===== src/rtl/bg_scene_ctrl_if.sv =====
// bg_scene_ctrl_if: scene-change request/acknowledge channel between the game FSM and the scene sequencer.
interface bg_scene_ctrl_if #(
  parameter int SEL_W = 3
);
  logic             scene_req;
  logic [SEL_W-1:0] scene_id;
  logic             scene_ack;
  logic             busy;
  logic             scene_done;
  modport master (output scene_req, scene_id, input scene_ack, busy, scene_done);
  modport slave (input scene_req, scene_id, output scene_ack, busy, scene_done);
endinterface


===== src/rtl/bg_scene_ctrl.sv =====
// bg_scene_ctrl: frame-synchronous background scene sequencer (fade out, swap, fade in); define SCENE_QUEUE_EN for a one-deep request queue.
module bg_scene_ctrl #(
  parameter int NUM_SCENES      = 8,
  parameter int SEL_W           = 3,
  parameter int FRAMES_PER_STEP = 2,
  parameter int TICK_LINE       = 480,
  parameter int RESET_SCENE     = 0
) (
  input  logic             vga_clk,
  input  logic             reset_n,
  input  logic [9:0]       DrawX,
  input  logic [9:0]       DrawY,
  input  logic             blank,
  bg_scene_ctrl_if.slave   scn,
  output logic [SEL_W-1:0] bg_sel,
  output logic [4:0]       fade_level,
  input  logic [3:0]       in_red,
  input  logic [3:0]       in_green,
  input  logic [3:0]       in_blue,
  output logic [3:0]       red,
  output logic [3:0]       green,
  output logic [3:0]       blue
);
  localparam int CW = FRAMES_PER_STEP > 1 ? $clog2(FRAMES_PER_STEP) : 1;
  localparam logic [CW-1:0] CNT_MAX = CW'(FRAMES_PER_STEP - 1);
  typedef enum logic [1:0] {IDLE, FADE_OUT, SWAP, FADE_IN} state_t;
  state_t           state_q, state_d;
  logic [SEL_W-1:0] sel_q, sel_d, pend_q, pend_d;
  logic [4:0]       fade_q, fade_d;
  logic [CW-1:0]    cnt_q, cnt_d;
  logic             ack_q, ack_d, done_q, done_d;
  logic [3:0]       red_q, green_q, blue_q;
  logic             tick, step, id_ok, accept;
`ifdef SCENE_QUEUE_EN
  logic             qv_q, qv_d;
  logic [SEL_W-1:0] qid_q, qid_d;
`endif
  function automatic logic [3:0] scale(input logic [3:0] c, input logic [4:0] f);
    logic [8:0] p;
    p = {5'd0, c} * {4'd0, f};
    return p[7:4];
  endfunction
  assign tick   = DrawX == 10'd0 && DrawY == 10'(TICK_LINE);
  assign step   = tick && cnt_q == CNT_MAX;
  assign id_ok  = int'(scn.scene_id) < NUM_SCENES;
  // the !ack_q guard keeps a still-held request from being accepted twice
  assign accept = scn.scene_req && !ack_q;
  always_ff @(posedge vga_clk) begin
    if (!reset_n) begin
      state_q <= IDLE;
      sel_q   <= SEL_W'(RESET_SCENE);
      pend_q  <= '0;
      fade_q  <= 5'd16;
      cnt_q   <= '0;
      ack_q   <= 1'b0;
      done_q  <= 1'b0;
      red_q   <= '0;
      green_q <= '0;
      blue_q  <= '0;
`ifdef SCENE_QUEUE_EN
      qv_q    <= 1'b0;
      qid_q   <= '0;
`endif
    end else begin
      state_q <= state_d;
      sel_q   <= sel_d;
      pend_q  <= pend_d;
      fade_q  <= fade_d;
      cnt_q   <= cnt_d;
      ack_q   <= ack_d;
      done_q  <= done_d;
      red_q   <= blank ? scale(in_red, fade_q) : '0;
      green_q <= blank ? scale(in_green, fade_q) : '0;
      blue_q  <= blank ? scale(in_blue, fade_q) : '0;
`ifdef SCENE_QUEUE_EN
      qv_q    <= qv_d;
      qid_q   <= qid_d;
`endif
    end
  end
  always_comb begin
    state_d = state_q;
    sel_d   = sel_q;
    pend_d  = pend_q;
    fade_d  = fade_q;
    cnt_d   = cnt_q;
    ack_d   = 1'b0;
    done_d  = 1'b0;
`ifdef SCENE_QUEUE_EN
    qv_d    = qv_q;
    qid_d   = qid_q;
    if (state_q != IDLE && accept && !qv_q) begin
      ack_d = 1'b1;
      qv_d  = id_ok;
      qid_d = scn.scene_id;
    end
`endif
    unique case (state_q)
      IDLE: begin
`ifdef SCENE_QUEUE_EN
        if (done_q && qv_q) begin
          qv_d = 1'b0;
          if (qid_q != sel_q) begin
            pend_d  = qid_q;
            state_d = FADE_OUT;
          end
        end else
`endif
        if (accept) begin
          ack_d = 1'b1;
          if (id_ok && scn.scene_id != sel_q) begin
            pend_d  = scn.scene_id;
            state_d = FADE_OUT;
          end
        end
      end
      FADE_OUT: if (tick) begin
        cnt_d  = step ? '0 : cnt_q + 1'b1;
        fade_d = step ? fade_q - 5'd1 : fade_q;
        if (step && fade_q == 5'd1) state_d = SWAP;
      end
      SWAP: if (tick) begin
        sel_d   = pend_q;
        cnt_d   = '0;
        state_d = FADE_IN;
      end
      FADE_IN: if (tick) begin
        cnt_d  = step ? '0 : cnt_q + 1'b1;
        fade_d = step ? fade_q + 5'd1 : fade_q;
        if (step && fade_q == 5'd15) begin
          state_d = IDLE;
          done_d  = 1'b1;
        end
      end
      default: state_d = IDLE;
    endcase
  end
  always_comb begin
    scn.busy       = state_q != IDLE;
    scn.scene_ack  = ack_q;
    scn.scene_done = done_q;
    bg_sel         = sel_q;
    fade_level     = fade_q;
    red            = red_q;
    green          = green_q;
    blue           = blue_q;
  end
endmodule


===== src/flat_wrapper.sv =====
// flat-port wrapper written by rule: the top's interface ports become plain ports
module bg_scene_ctrl_flat 
#(
  parameter int NUM_SCENES      = 8,
  parameter int SEL_W           = 3,
  parameter int FRAMES_PER_STEP = 2,
  parameter int TICK_LINE       = 480,
  parameter int RESET_SCENE     = 0
)
  (vga_clk, reset_n, DrawX, DrawY, blank, bg_sel, fade_level, in_red, in_green, in_blue, red, green, blue, scn_scene_req, scn_scene_id, scn_scene_ack, scn_busy, scn_scene_done);
  bg_scene_ctrl_if #(.SEL_W(SEL_W)) scn_i ();
  input  logic vga_clk;
  input  logic reset_n;
  input  logic [9:0] DrawX;
  input  logic [9:0] DrawY;
  input  logic blank;
  output logic [SEL_W-1:0] bg_sel;
  output logic [4:0] fade_level;
  input  logic [3:0] in_red;
  input  logic [3:0] in_green;
  input  logic [3:0] in_blue;
  output logic [3:0] red;
  output logic [3:0] green;
  output logic [3:0] blue;
  input wire logic [$bits(scn_i.scene_req)-1:0] scn_scene_req;
  input wire logic [$bits(scn_i.scene_id)-1:0] scn_scene_id;
  output wire logic [$bits(scn_i.scene_ack)-1:0] scn_scene_ack;
  output wire logic [$bits(scn_i.busy)-1:0] scn_busy;
  output wire logic [$bits(scn_i.scene_done)-1:0] scn_scene_done;
  assign scn_i.scene_req = scn_scene_req;
  assign scn_i.scene_id = scn_scene_id;
  assign scn_scene_ack = scn_i.scene_ack;
  assign scn_busy = scn_i.busy;
  assign scn_scene_done = scn_i.scene_done;
  bg_scene_ctrl #(.NUM_SCENES(NUM_SCENES), .SEL_W(SEL_W), .FRAMES_PER_STEP(FRAMES_PER_STEP), .TICK_LINE(TICK_LINE), .RESET_SCENE(RESET_SCENE)) u_core (.vga_clk(vga_clk), .reset_n(reset_n), .DrawX(DrawX), .DrawY(DrawY), .blank(blank), .scn(scn_i), .bg_sel(bg_sel), .fade_level(fade_level), .in_red(in_red), .in_green(in_green), .in_blue(in_blue), .red(red), .green(green), .blue(blue));
endmodule

===== config.mk =====
export PLATFORM = sky130hd
export DESIGN_NAME = bg_scene_ctrl_flat
export DESIGN_NICKNAME = d
export VERILOG_FILES = /design/src/rtl/bg_scene_ctrl_if.sv /design/src/rtl/bg_scene_ctrl.sv /design/src/flat_wrapper.sv
export SDC_FILE = /design/constraint.sdc
export NUM_CORES = 1
export LEC_CHECK = 0
export ABC_AREA = 1
export ABC_CLOCK_PERIOD_IN_PS = 2600
export BUFFER_PORTS_ARGS = -buffer_cell sky130_fd_sc_hd__buf_2
export CORE_AREA = 4 4 107 99
export CTS_CLUSTER_SIZE = 14
export DETAILED_ROUTE_END_ITERATION = 8
export DIE_AREA = 0 0 111 103
export PLACE_DENSITY = 0.6
export SYNTH_ARGS = -nofsm -noshare
export SYNTH_HDL_FRONTEND = slang
export SYNTH_SLANG_ARGS = --single-unit

===== constraint.sdc =====
create_clock -name vga_clk -period 2.6 [get_ports vga_clk]
set_input_delay 0.52 -clock vga_clk [delete_from_list [all_inputs] [get_ports vga_clk]]
set_output_delay 0.52 -clock vga_clk [all_outputs]
set_load 0.02 [all_outputs]

# == Word-level counts from Yosys, hierarchy flattened ==
# Cells that the tools add are included.
# totals
input_bits,39
regBits,28
out_inout_bits,23
# classes
muxes,19
mul,3
eq_ne,17
n_reduce_logical,20
n_addsub,3
# ops
op,n
$mul A4 B5 Y8,3
$mux W5,4
$ne A2 B1 Y1 const B,10
$mux W2,7
$eq A10 B9 Y1 const B,1
$logic_not A10 Y1,1
$pmux W5 S2,1
$reduce_and A3 Y1,3
$pmux W2 S4,1
$reduce_and A7 Y1,1
$reduce_and A2 Y1,3
$reduce_bool A2 Y1,3
$add A5 B1 Y5 const B,1
$eq A5 B1 Y1 const B,1
$eq A5 B4 Y1 const B,1
$logic_and A1 B1 Y1,5
$mux W1,5
$reduce_and A5 Y1,1
$sub A5 B1 Y5 const B,1
$eq A2 B2 Y1 const B,2
$ne A3 B3 Y1,1
$eq A2 B1 Y1 const B,1
$logic_not A2 Y1,1
$pmux W1 S2,1
3 further kinds,3

# == Logic depth before layout (Yosys ltp) ==
# Gate-level depths: netlist (run 1).
# logic_depth
depth_word,7
ltp_mapped,14
mapped_depth_nobuf,13

# == Worst setup path after synthesis (run 1) ==
# No wires, ideal clock.
# synth_path
kind,register -> register
start,reg u_core.fade_q[1] (netlist: u_core.fade_level[1])
end,reg u_core.red_q[1] (netlist: u_core.red[1])
path_slack_ns,-0.230
path_buffers,1
stages_incl_launch_ff,14
arrival_time_ns,2.766
path_cell_list,dfxtp_1 -> clkbuf_1 -> nand2_1 -> fa_1 -> inv_1 -> fa_1 -> ha_1 -> nand2_1 -> nand2_1 -> nand2_1 -> clkinv_1 -> o21ai_0 -> nand2_1 -> nor2_1
# synth_via
elab_chain_cells,1
# synth_lines
element,line,rtl
"start, declared",bg_scene_ctrl.sv:29,"logic [4:0] fade_q, fade_d;"
"start signal, assigned",bg_scene_ctrl.sv:53,fade_q <= 5'd16;
"start signal, assigned",bg_scene_ctrl.sv:68,fade_q <= fade_d;
$mul A4 B5 Y8,bg_scene_ctrl.sv:40,"p = {5'd0, c} * {4'd0, f};"
"end signal, assigned",bg_scene_ctrl.sv:72,"red_q <= blank ? scale(in_red, fade_q) : '0;"
"end, declared",bg_scene_ctrl.sv:32,"logic [3:0] red_q, green_q, blue_q;"
# Every way passes these cells.
# A chain may end at the register's enable or synchronous reset.

# == Worst setup path after layout (run 1) ==
# layout_path
start,reg u_core.fade_q[2] (netlist: u_core.fade_level[2])
end,reg u_core.blue_q[3] (netlist: u_core.blue[3])
# layout_via
elab_chain_cells,1
# layout_lines
element,line,rtl
$mul A4 B5 Y8,bg_scene_ctrl.sv:40,
"end signal, assigned",bg_scene_ctrl.sv:74,"blue_q <= blank ? scale(in_blue, fade_q) : '0;"
"end, declared",bg_scene_ctrl.sv:32,
# Every way passes these cells.

==> run_results.csv, run 1 <==
group,metric,value,unit
run_status,outcome,"complete, no violations",
cells_and_area,area_delta_synth_final,35.3,%
setup_path,r2r_end,"u_core.blue[3]$_SDFF_PN0_",
grt,grt_pass1_vias,2569,
cells_and_area,multi_input_area,0.00195,mm2
cells_and_area,regArea,577,um2
logic_synthesis,syn_inst,406,
logic_synthesis,syn_avg_cell_area,6.80,um2
timing,finalSetupViolations,0,
logic_synthesis,yosys.area.top_type,"dfxtp_1",
routing,finalWirelength,6.74,mm
hold_path,whs_path_depth,1,
die,start_util,0.291,
clock_network,cts.path.max_buffers,2,
routing,num_vias,2728,
placement,placed_area,0.00345,mm2
die,die_h,103,um
timing,clock_skew,0.00316,ns
logic_synthesis,yosys-top-cells-count,"103 x nand2_1, 83 x inv_1, 35 x ha_1, 35 x nor2_1, 28 x dfxtp_1",
clock_network,clock_tree.htree_level_count,1,
pwr,power,1.21,mW
grt,antenna_found_initial,0,
clock_network,root_buffer,"clkbuf_8",
die,die_x,111,um
logic_synthesis,syn_area,0.00276,mm2
grt,grt_pass1_wl,10.7,mm
placement,hpwl,5.37,mm
placement,port_buffers,61,
logic_synthesis,yosysMostFrequentCell,"nand2_1",
cells_and_area,insertedDiodeCount,0,
placement,gp_congestion,0.823,
placement,pre_cts_ws,-0.203,ns
die,floorplan.rows,34,
routing,drt_iter0_drc,95,
hold_path,worstHoldStart,"u_core.scn.scene_ack$_SDFF_PN0_",
grt,grt_overflow,0,
timing,rsz0062_at_grt,"true",
setup_path,endpoint_kind,"register",
grt,grt_start_max_net_pins,17,
die,core_area,0.00949,mm2
logic_synthesis,yosys_warnings,0,
clock_network,clkSinkCount,28,
timing,fin_ws,0.0674,ns
cells_and_area,finalInstanceArea,0.00373,mm2
clock_network,clkSlewWorstSetupHoldPaths,0.10,ns
setup_path,critPathArrivalTime,2.71,ns
setup_path,crit_fanout,6,
setup_path,reg2reg_depth,12,
logic_synthesis,mappedNetlistNets,495,
logic_synthesis,synth_seq_cells,28,
logic_synthesis,ys.flop_type,"dfxtp_1",
routing,drc,0,
timing,slew_violations,0,
clock_network,cts_inserted_buffers,3,
cells_and_area,instances_no_fill,632,
pwr,peakVddDrop,0.218,mV
grt,grt.total_usage,0.111,
placement,place_inst,614,
timing,finalCritPeriodShare,0.974,
logic_synthesis,ys_types,30,
timing,holdWs,0.448,ns
timing,fmax,395,MHz
setup_path,start_kind,"register",
cells_and_area,drive_gt1_frac,0.291,
setup_path,rr_startpoint,"u_core.fade_level[2]$_SDFFE_PN0P_",
pwr,p_leak,2.18,nW
hold_path,hold_path_end,"u_core.scn.scene_ack$_SDFF_PN0_",
routing,drt-pass1-iter-count,5,
logic_synthesis,async_reset_ff_frac,0,
setup_path,rrSetupSlack,0.07,ns
timing,post-route-min-period,2.53,ns
die,die-area,0.0114,mm2
clock_network,worstSkewPairLatency,0.28,ns
hold_path,hp-class,"register to register",
logic_synthesis,synth.area.top_cells,"dfxtp_1 20%, ha_1 16%, nand2_1 14%, inv_1 11%, fa_1 11%",
cells_and_area,nFillCells,974,
setup_path,critPathKind,"register to register",
logic_synthesis,synth-edff-count,0,
die,ios,62,
timing,slew_headroom,0.764,
routing,antenna_left,0,
setup_path,required,2.77,ns
logic_synthesis,seq_area_frac_synth,0.203,
pwr,powerDensity,325,mW/mm2
routing,wl_per_cell,10.7,um
timing,hold_viol_final,0,
flow_run,max_cap_violations,0,
logic_synthesis,yosys.area.top_type_share,0.203,
clock_network,tritoncts,"built",
timing,worst_slew_pin_slew,0.352,ns
routing,vias_per_cell,4.32,
cells_and_area,nets,596,
-- cell usage in the layout, fill, tap and decap left out, drive strengths merged, types with 3 or more instances in the layout --
cell type	Yosys	layout
a21oi	24	24
buf	4	103
clkbuf	3	3
dfxtp	28	28
fa	15	15
ha	35	35
inv	88	89
nand2	104	104
nand3	10	10
nand4	9	9
nor2	38	38
nor3	7	7
o211ai	5	5
o21ai	17	17
xnor2	8	8
xor2	4	4
-- where the power goes --
part / leakage (nW) / switching (mW) / internal [mW]
logic: 1.91 / 0.223 / 0.145
registers: 0.231 / 0.0246 / 0.463
clock network: 0.0357 / 0.151 / 0.206
-- routing by layer --
| layer | part of all wire | GRT usage | wire (um) | vias to the layer above |
|---|---|---|---|---|
| li1 | - | - | - | 1451 |
| met1 | 0.45 | 0.133 | 3010 | 1222 |
| met2 | 0.50 | 0.203 | 3340 | 49 |
| met3 | 0.047 | 0.0270 | 315 | 6 |
| met4 | 0.011 | 0.0284 | 71 | 0 |
| met5 | 0 | 0 | 0 | - |
-- flip-flops by register name, summed over array words and instances, names as in the netlist --
name / count
u_core.bg_sel: 3
u_core.blue: 4
u_core.cnt_q: 1
u_core.fade_level: 5
u_core.green: 4
u_core.pend_q: 3
u_core.red: 4
u_core.scn.scene_ack: 1
u_core.scn.scene_done: 1
u_core.state_q: 2
-- cell type report --
class	count	area share
clock buffers	3	0.0111
clock inverters	1	0.00804
inverters	90	0.0905
multi-input cells	281	0.522
flip-flops and latches	28	0.154
well taps	126	0.0422
repair buffers	103	0.172
-- logic make-up after synthesis --
family,after synthesis,synth area share
AOI/OAI and AO/OA,49,0.0956
adders and majority gates,50,0.267
and+or+nand+nor,170,0.262
xor gates and xnor gates,12,0.0381
DFF,28,0.203
buffers and inverters,97,0.134
-- worst max path at each step --
stage,startpoint,endpoint,slack (ns),cells after the start
6_report,u_core.fade_level[2]$_SDFFE_PN0P_,u_core.blue[3]$_SDFF_PN0_,0.07,12
5_1_grt,u_core.fade_level[2]$_SDFFE_PN0P_,u_core.blue[3]$_SDFF_PN0_,-0.03,12
4_1_cts,u_core.fade_level[1]$_SDFFE_PN0P_,u_core.red[1]$_SDFF_PN0_,0.003,12
3_5_place_dp,in_blue[3],u_core.blue[3]$_SDFF_PN0_,-0.20,12
3_3_place_gp,in_red[3],u_core.red[3]$_SDFF_PN0_,-0.16,12
2_1_floorplan,u_core.fade_level[0]$_SDFFE_PN0P_,u_core.red[1]$_SDFF_PN0_,0.002,13
-- metrics by stage --
stage,TNS [ns],util
after floorplan,0,-
after global placement,-1.20,0.363
after detailed placement,-1.51,0.363
after CTS,0,0.375
after global routing,-0.0734,0.394
final,0,0.394
-- worst max-delay path, stage by stage (launching register included) --
cell      delay (ns)
dfxtp_4         0.37
buf_6           0.13
nand2_2         0.05
inv_2           0.03
fa_1            0.49
inv_1           0.05
fa_1            0.49
inv_2           0.05
ha_4            0.28
a21oi_1         0.06
o211ai_1        0.21
xor2_1          0.17
nor2_1          0.05
-- what timing repair did --
action	4_1_cts	5_1_grt
gates cloned	0	0
setup buffers	4	10
pin swaps	0	23
hold buffers	0	0
endpoints found under the setup margin	1	9
gates resized for setup	2	33
Power figures use the tool's default switching activity.
==> inputs of run 2 (changes only) <==
--- a/config.mk
+++ b/config.mk
@@ -9,9 +9,9 @@
 export ABC_CLOCK_PERIOD_IN_PS = 2600
 export BUFFER_PORTS_ARGS = -buffer_cell sky130_fd_sc_hd__buf_2
-export CORE_AREA = 4 4 107 99
+export CORE_AREA = 4 4 84 78
 export CTS_CLUSTER_SIZE = 14
 export DETAILED_ROUTE_END_ITERATION = 8
-export DIE_AREA = 0 0 111 103
-export PLACE_DENSITY = 0.6
+export DIE_AREA = 0 0 88 82
+export PLACE_DENSITY = 0.86
 export SYNTH_ARGS = -nofsm -noshare
 export SYNTH_HDL_FRONTEND = slang
==> constraint.sdc (replaced) <==
create_clock -name vga_clk -period 2.6 [get_ports vga_clk]
set_input_delay 0 -clock vga_clk [delete_from_list [all_inputs] [get_ports vga_clk]]
set_output_delay 0 -clock vga_clk [all_outputs]
set_load 0.02 [all_outputs]
==> run 2 against run 1 <==
Cell area shrank 5.5%. Sequential power is essentially flat. Count of clock-buffer cells in the layout grew 1. Critical endpoint is now u_core.green[3]$_SDFF_PN0_. Largest power group unchanged.
==> run_results.csv, run 2 (same netlist as run 1, synthesis figures left out) <==
group,metric,value,unit
run_status,outcome,"complete, no violations",
grt,grt_pass1_wl,11.2,mm
placement,port_buffers,61,
die,die_x,88,um
grt,grt.total_usage,0.193,
clock_network,tritoncts,"built",
die,die_h,82,um
setup_path,slowest_stage,"fa_1",
setup_path,max_stage_delay,0.54,ns
hold_path,worstHoldStart,"scn_scene_id[2]",
setup_path,endpoint_kind,"register",
cells_and_area,nets,576,
timing,finalSetupViolations,0,
timing,finalCritPeriodShare,0.979,
setup_path,worst-path-buf-inv,3,
routing,vias_per_cell,5.05,
die,core_area,0.00563,mm2
clock_network,worstSkewPairLatency,0.29,ns
cells_and_area,final_cell_mix,"94 x nand2_1, 77 x inv_1, 62 x buf_2",
cells_and_area,largest_reg_flops,5,
timing,slew_headroom,0.732,
timing,hold_viol_final,0,
timing,slew_violations,0,
placement,place_inst,538,
routing,drc,0,
setup_path,rrSetupSlack,0.06,ns
routing,num_vias,2809,
hold_path,whs_path_depth,3,
timing,clock_skew,0.0134,ns
timing,post-route-min-period,2.54,ns
routing,antenna_left,0,
setup_path,crit_fanout,7,
placement,placed_area,0.00324,mm2
setup_path,rr_startpoint,"u_core.fade_level[1]$_SDFFE_PN0P_",
setup_path,required,2.79,ns
cells_and_area,instances_no_fill,556,
hold_path,hp-class,"primary input to register",
grt,grt_overflow,0,
clock_network,cts_inserted_buffers,3,
grt,grt_start_max_net_pins,16,
setup_path,cp_cell_sequence,"nand2_2, inv_1, fa_1, inv_1, fa_1, inv_2, ha_4, a21oi_1, o211ai_1, xor2_1, nor2_1",
pwr,power,1.14,mW
routing,drt-pass1-iter-count,4,
placement,hpwl,5.21,mm
pwr,powerDensity,324,mW/mm2
cells_and_area,mostFrequentLayoutCell,"nand2_1",
die,floorplan.rows,26,
routing,wl_per_cell,13.1,um
die,die-area,0.00722,mm2
setup_path,critPathKind,"register to register",
setup_path,critPathArrivalTime,2.73,ns
pwr,p_leak,2.05,nW
flow_run,max_cap_violations,0,
setup_path,r2r_end,"u_core.green[3]$_SDFF_PN0_",
timing,fmax,393,MHz
routing,finalWirelength,7.28,mm
routing,drt_iter0_drc,205,
die,ios,62,
grt,antenna_found_initial,0,
setup_path,cp_top_family,"adder cells",
cells_and_area,area_delta_synth_final,27.9,%
die,start_util,0.491,
cells_and_area,insertedDiodeCount,0,
pwr,peakVddDrop,0.286,mV
setup_path,start_kind,"register",
clock_network,clkSlewWorstSetupHoldPaths,0.11,ns
grt,grt_pass1_vias,2713,
hold_path,hold_path_end,"u_core.pend_q[2]$_SDFFE_PN0P_",
placement,gp_congestion,0.858,
setup_path,reg2reg_depth,11,
timing,worst_slew_pin_slew,0.400,ns
clock_network,clock_tree.htree_level_count,1,
clock_network,cts.path.max_buffers,2,
cells_and_area,drive_gt1_frac,0.261,
clock_network,root_buffer,"clkbuf_8",
cells_and_area,finalInstanceArea,0.00353,mm2
clock_network,clkSinkCount,28,
==> run 2: metrics by stage <==
step / setup TNS [ns] / setup WS [ns] / utilization / hold slack, ns
detailed placement: -0.00607 / -0.00607 / 0.576 / 0.257
global route: -0.0832 / -0.0750 / 0.627 / 0.0231
CTS: 0 / 0.00511 / 0.594 / 0.0149
floorplan: 0 / 0.00214 / - / 0.128
global placement: 0 / 0.0987 / 0.576 / 0.251
finish: 0 / 0.0557 / 0.627 / 0.0165
==> run 2: final cells by class <==
cell class	count	area [um2]
well taps	70	87.6
fillers	467	2100
flip-flops and latches	28	576
repair buffers	83	492
clock buffers	4	55.1
multi-input cells	281	1980
inverters	90	338
==> run 2: what timing repair did <==
action                                 CTS  global route
setup buffers                            2             9
resized for setup                        0            33
hold buffers                             3             0
pin swaps                                1            23
setup endpoints to repair                1            11
endpoints found under the hold margin    3             0
==> run 2: where the power goes <==
group          total, mW  internal, mW  switching [mW]
Combinational      0.370         0.139           0.230
Sequential         0.488         0.463          0.0251
Clock              0.286         0.136           0.149
==> run 2: worst max path at each step <==
stage / cells after the start / end / startpoint
6_report: 11 / u_core.green[3]$_SDFF_PN0_ / u_core.fade_level[1]$_SDFFE_PN0P_
5_1_grt: 11 / u_core.green[3]$_SDFF_PN0_ / u_core.fade_level[1]$_SDFFE_PN0P_
4_1_cts: 11 / u_core.red[3]$_SDFF_PN0_ / u_core.fade_level[1]$_SDFFE_PN0P_
3_5_place_dp: 11 / u_core.red[3]$_SDFF_PN0_ / u_core.fade_level[1]$_SDFFE_PN0P_
3_3_place_gp: 11 / u_core.green[3]$_SDFF_PN0_ / u_core.fade_level[1]$_SDFFE_PN0P_
2_1_floorplan: 13 / u_core.red[1]$_SDFF_PN0_ / u_core.fade_level[0]$_SDFFE_PN0P_
==> run 2: worst reg2reg max path: stages, from the launching register on <==
cell      delay [ns]
dfxtp_4         0.40
nand2_2         0.07
inv_1           0.06
fa_1            0.54
inv_1           0.06
fa_1            0.49
inv_2           0.05
ha_4            0.27
a21oi_1         0.07
o211ai_1        0.21
xor2_1          0.17
nor2_1          0.05
==> run 2: per-layer routing <==
layer,track usage,up-vias,part of all wire
met5,0,-,0
met4,0.0721,0,0.025
met3,0.0221,17,0.054
met2,0.367,89,0.51
met1,0.220,1285,0.42
li1,-,1418,-
==> inputs of run 3 (changes only) <==
- CORE_AREA: 4 4 84 78 -> 4 4 80 82
- DIE_AREA: 0 0 88 82 -> 0 0 84 86
- GPL_TIMING_DRIVEN: default -> 0
==> run 3 against run 2 <==
Setup slack better by 0.018 ns. Sequential power about the same. Clock skew fell by 0.010 ns. Final cell count rose by 1.6%. Combinational power about the same. Wire length down 6.2%. Maximum frequency grew 0.70%.
==> run_results.csv, run 3 (same netlist as run 1, synthesis figures left out) <==
group,metric,value,unit
run_status,outcome,"complete, no violations",
cells_and_area,largest_reg_flops,5,
grt,antenna_found_initial,0,
pwr,power,1.17,mW
routing,drt-pass1-iter-count,4,
timing,holdWs,0.135,ns
hold_path,hp-class,"primary input to register",
timing,slew_headroom,0.752,
die,floorplan.rows,28,
clock_network,clkSlewWorstSetupHoldPaths,0.10,ns
pwr,p_leak,2.08,nW
cells_and_area,instances_no_fill,565,
grt,grt_pass1_vias,2754,
routing,num_vias,2803,
cells_and_area,nets,580,
setup_path,endpoint_kind,"register",
placement,hpwl,5.05,mm
pwr,powerDensity,328,mW/mm2
grt,grt_pass1_wl,11.3,mm
cells_and_area,final_cell_mix,"96 x nand2_1, 76 x inv_1, 63 x buf_2",
placement,gp_congestion,0.898,
setup_path,required,2.78,ns
cells_and_area,area_delta_synth_final,29.6,%
cells_and_area,mostFrequentLayoutCell,"nand2_1",
timing,fmax,396,MHz
clock_network,clkSinkCount,28,
grt,grt.total_usage,0.186,
routing,drt_iter0_drc,160,
timing,post-route-min-period,2.53,ns
timing,clock_skew,0.00331,ns
timing,hold_viol_final,0,
clock_network,root_buffer,"clkbuf_8",
placement,place_inst,542,
routing,vias_per_cell,4.96,
die,start_util,0.481,
placement,port_buffers,61,
setup_path,reg2reg_depth,12,
setup_path,critPathKind,"register to register",
clock_network,clock_tree.htree_level_count,1,
die,die_h,86,um
cells_and_area,insertedDiodeCount,0,
routing,drc,0,
setup_path,start_kind,"register",
die,ios,62,
setup_path,crit_fanout,6,
flow_run,max_cap_violations,0,
timing,slew_violations,0,
timing,worst_slew_pin_slew,0.370,ns
setup_path,critPathArrivalTime,2.70,ns
cells_and_area,drive_gt1_frac,0.267,
grt,grt_start_max_net_pins,17,
die,core_area,0.00575,mm2
timing,rsz0062_at_grt,"true",
routing,antenna_left,0,
die,die-area,0.00722,mm2
clock_network,cts.path.max_buffers,2,
timing,finalCritPeriodShare,0.972,
timing,finalSetupViolations,0,
clock_network,cts_inserted_buffers,3,
routing,finalWirelength,6.83,mm
timing,tns,0,ns
clock_network,tritoncts,"built",
pwr,peakVddDrop,0.275,mV
cells_and_area,nFillCells,486,
clock_network,worstSkewPairLatency,0.28,ns
hold_path,whs_path_depth,5,
grt,grt_overflow,0,
cells_and_area,fin_util,0.623,
routing,wl_per_cell,12.1,um
die,die_x,84,um
==> run 3: cell type report <==
cell class	instances	area, um2	share of cell area
plain buffers	2	10.0	0.00280
clock buffers	4	66.3	0.0185
inverters	90	338	0.0944
multi-input cells	281	1980	0.554
flip-flops and latches	28	579	0.162
well taps	75	93.8	0.0262
repair buffers	85	509	0.142
==> run 3: final timing paths <==
check | end | slack, ns | startpoint
worst min-delay path | u_core.bg_sel[0]$_SDFFE_PN0P_ | 0.14 | DrawY[9]
worst max register to register | u_core.blue[3]$_SDFF_PN0_ | 0.07 | u_core.fade_level[2]$_SDFFE_PN0P_
worst min register to register | u_core.scn.scene_ack$_SDFF_PN0_ | 0.46 | u_core.scn.scene_ack$_SDFF_PN0_
worst max-delay path | u_core.blue[3]$_SDFF_PN0_ | 0.07 | u_core.fade_level[2]$_SDFFE_PN0P_
==> run 3: metrics by stage <==
step	setup WS, ns	instance area (um2)
after global routing	-0.103	3580
after global placement	-0.115	3230
final	0.0734	3580
after detailed placement	-0.172	3230
after floorplan	0.00214	2830
after CTS	-0.0213	3360
==> run 3: what timing repair did <==
item / 4_1_cts / 5_1_grt
hold buffers: 5 / 0
resized for setup: 6 / 29
hold endpoints to repair: 6 / 0
buffers inserted: 6 / 13
endpoints found under the setup margin: 9 / 10
pin swaps: 3 / 21
==> run 3: metal layers <==
layer	vias to the layer above	wire (um)	share of wire	global-route usage
met5	-	0	0	0
met2	103	3650	0.53	0.371
met3	18	460	0.067	0.0240
li1	1423	-	-	-
met4	0	187	0.027	0.0789
met1	1259	2530	0.37	0.194
==> run 3: worst max-delay path, cell delays in order, from the launching register on <==
cell	delay [ns]
dfxtp_4	0.38
buf_4	0.15
nand2_4	0.05
inv_2	0.03
fa_1	0.49
inv_1	0.05
fa_1	0.48
inv_2	0.04
ha_4	0.28
a21oi_2	0.05
o211ai_1	0.19
xor2_1	0.16
nor2_1	0.05
==> run 3: power by group <==
group / leakage (nW) / switching [mW] / internal, mW
clock: 0.0339 / 0.150 / 0.168
combinational: 1.81 / 0.228 / 0.142
sequential: 0.232 / 0.0251 / 0.462
total: 2.08 / 0.402 / 0.772
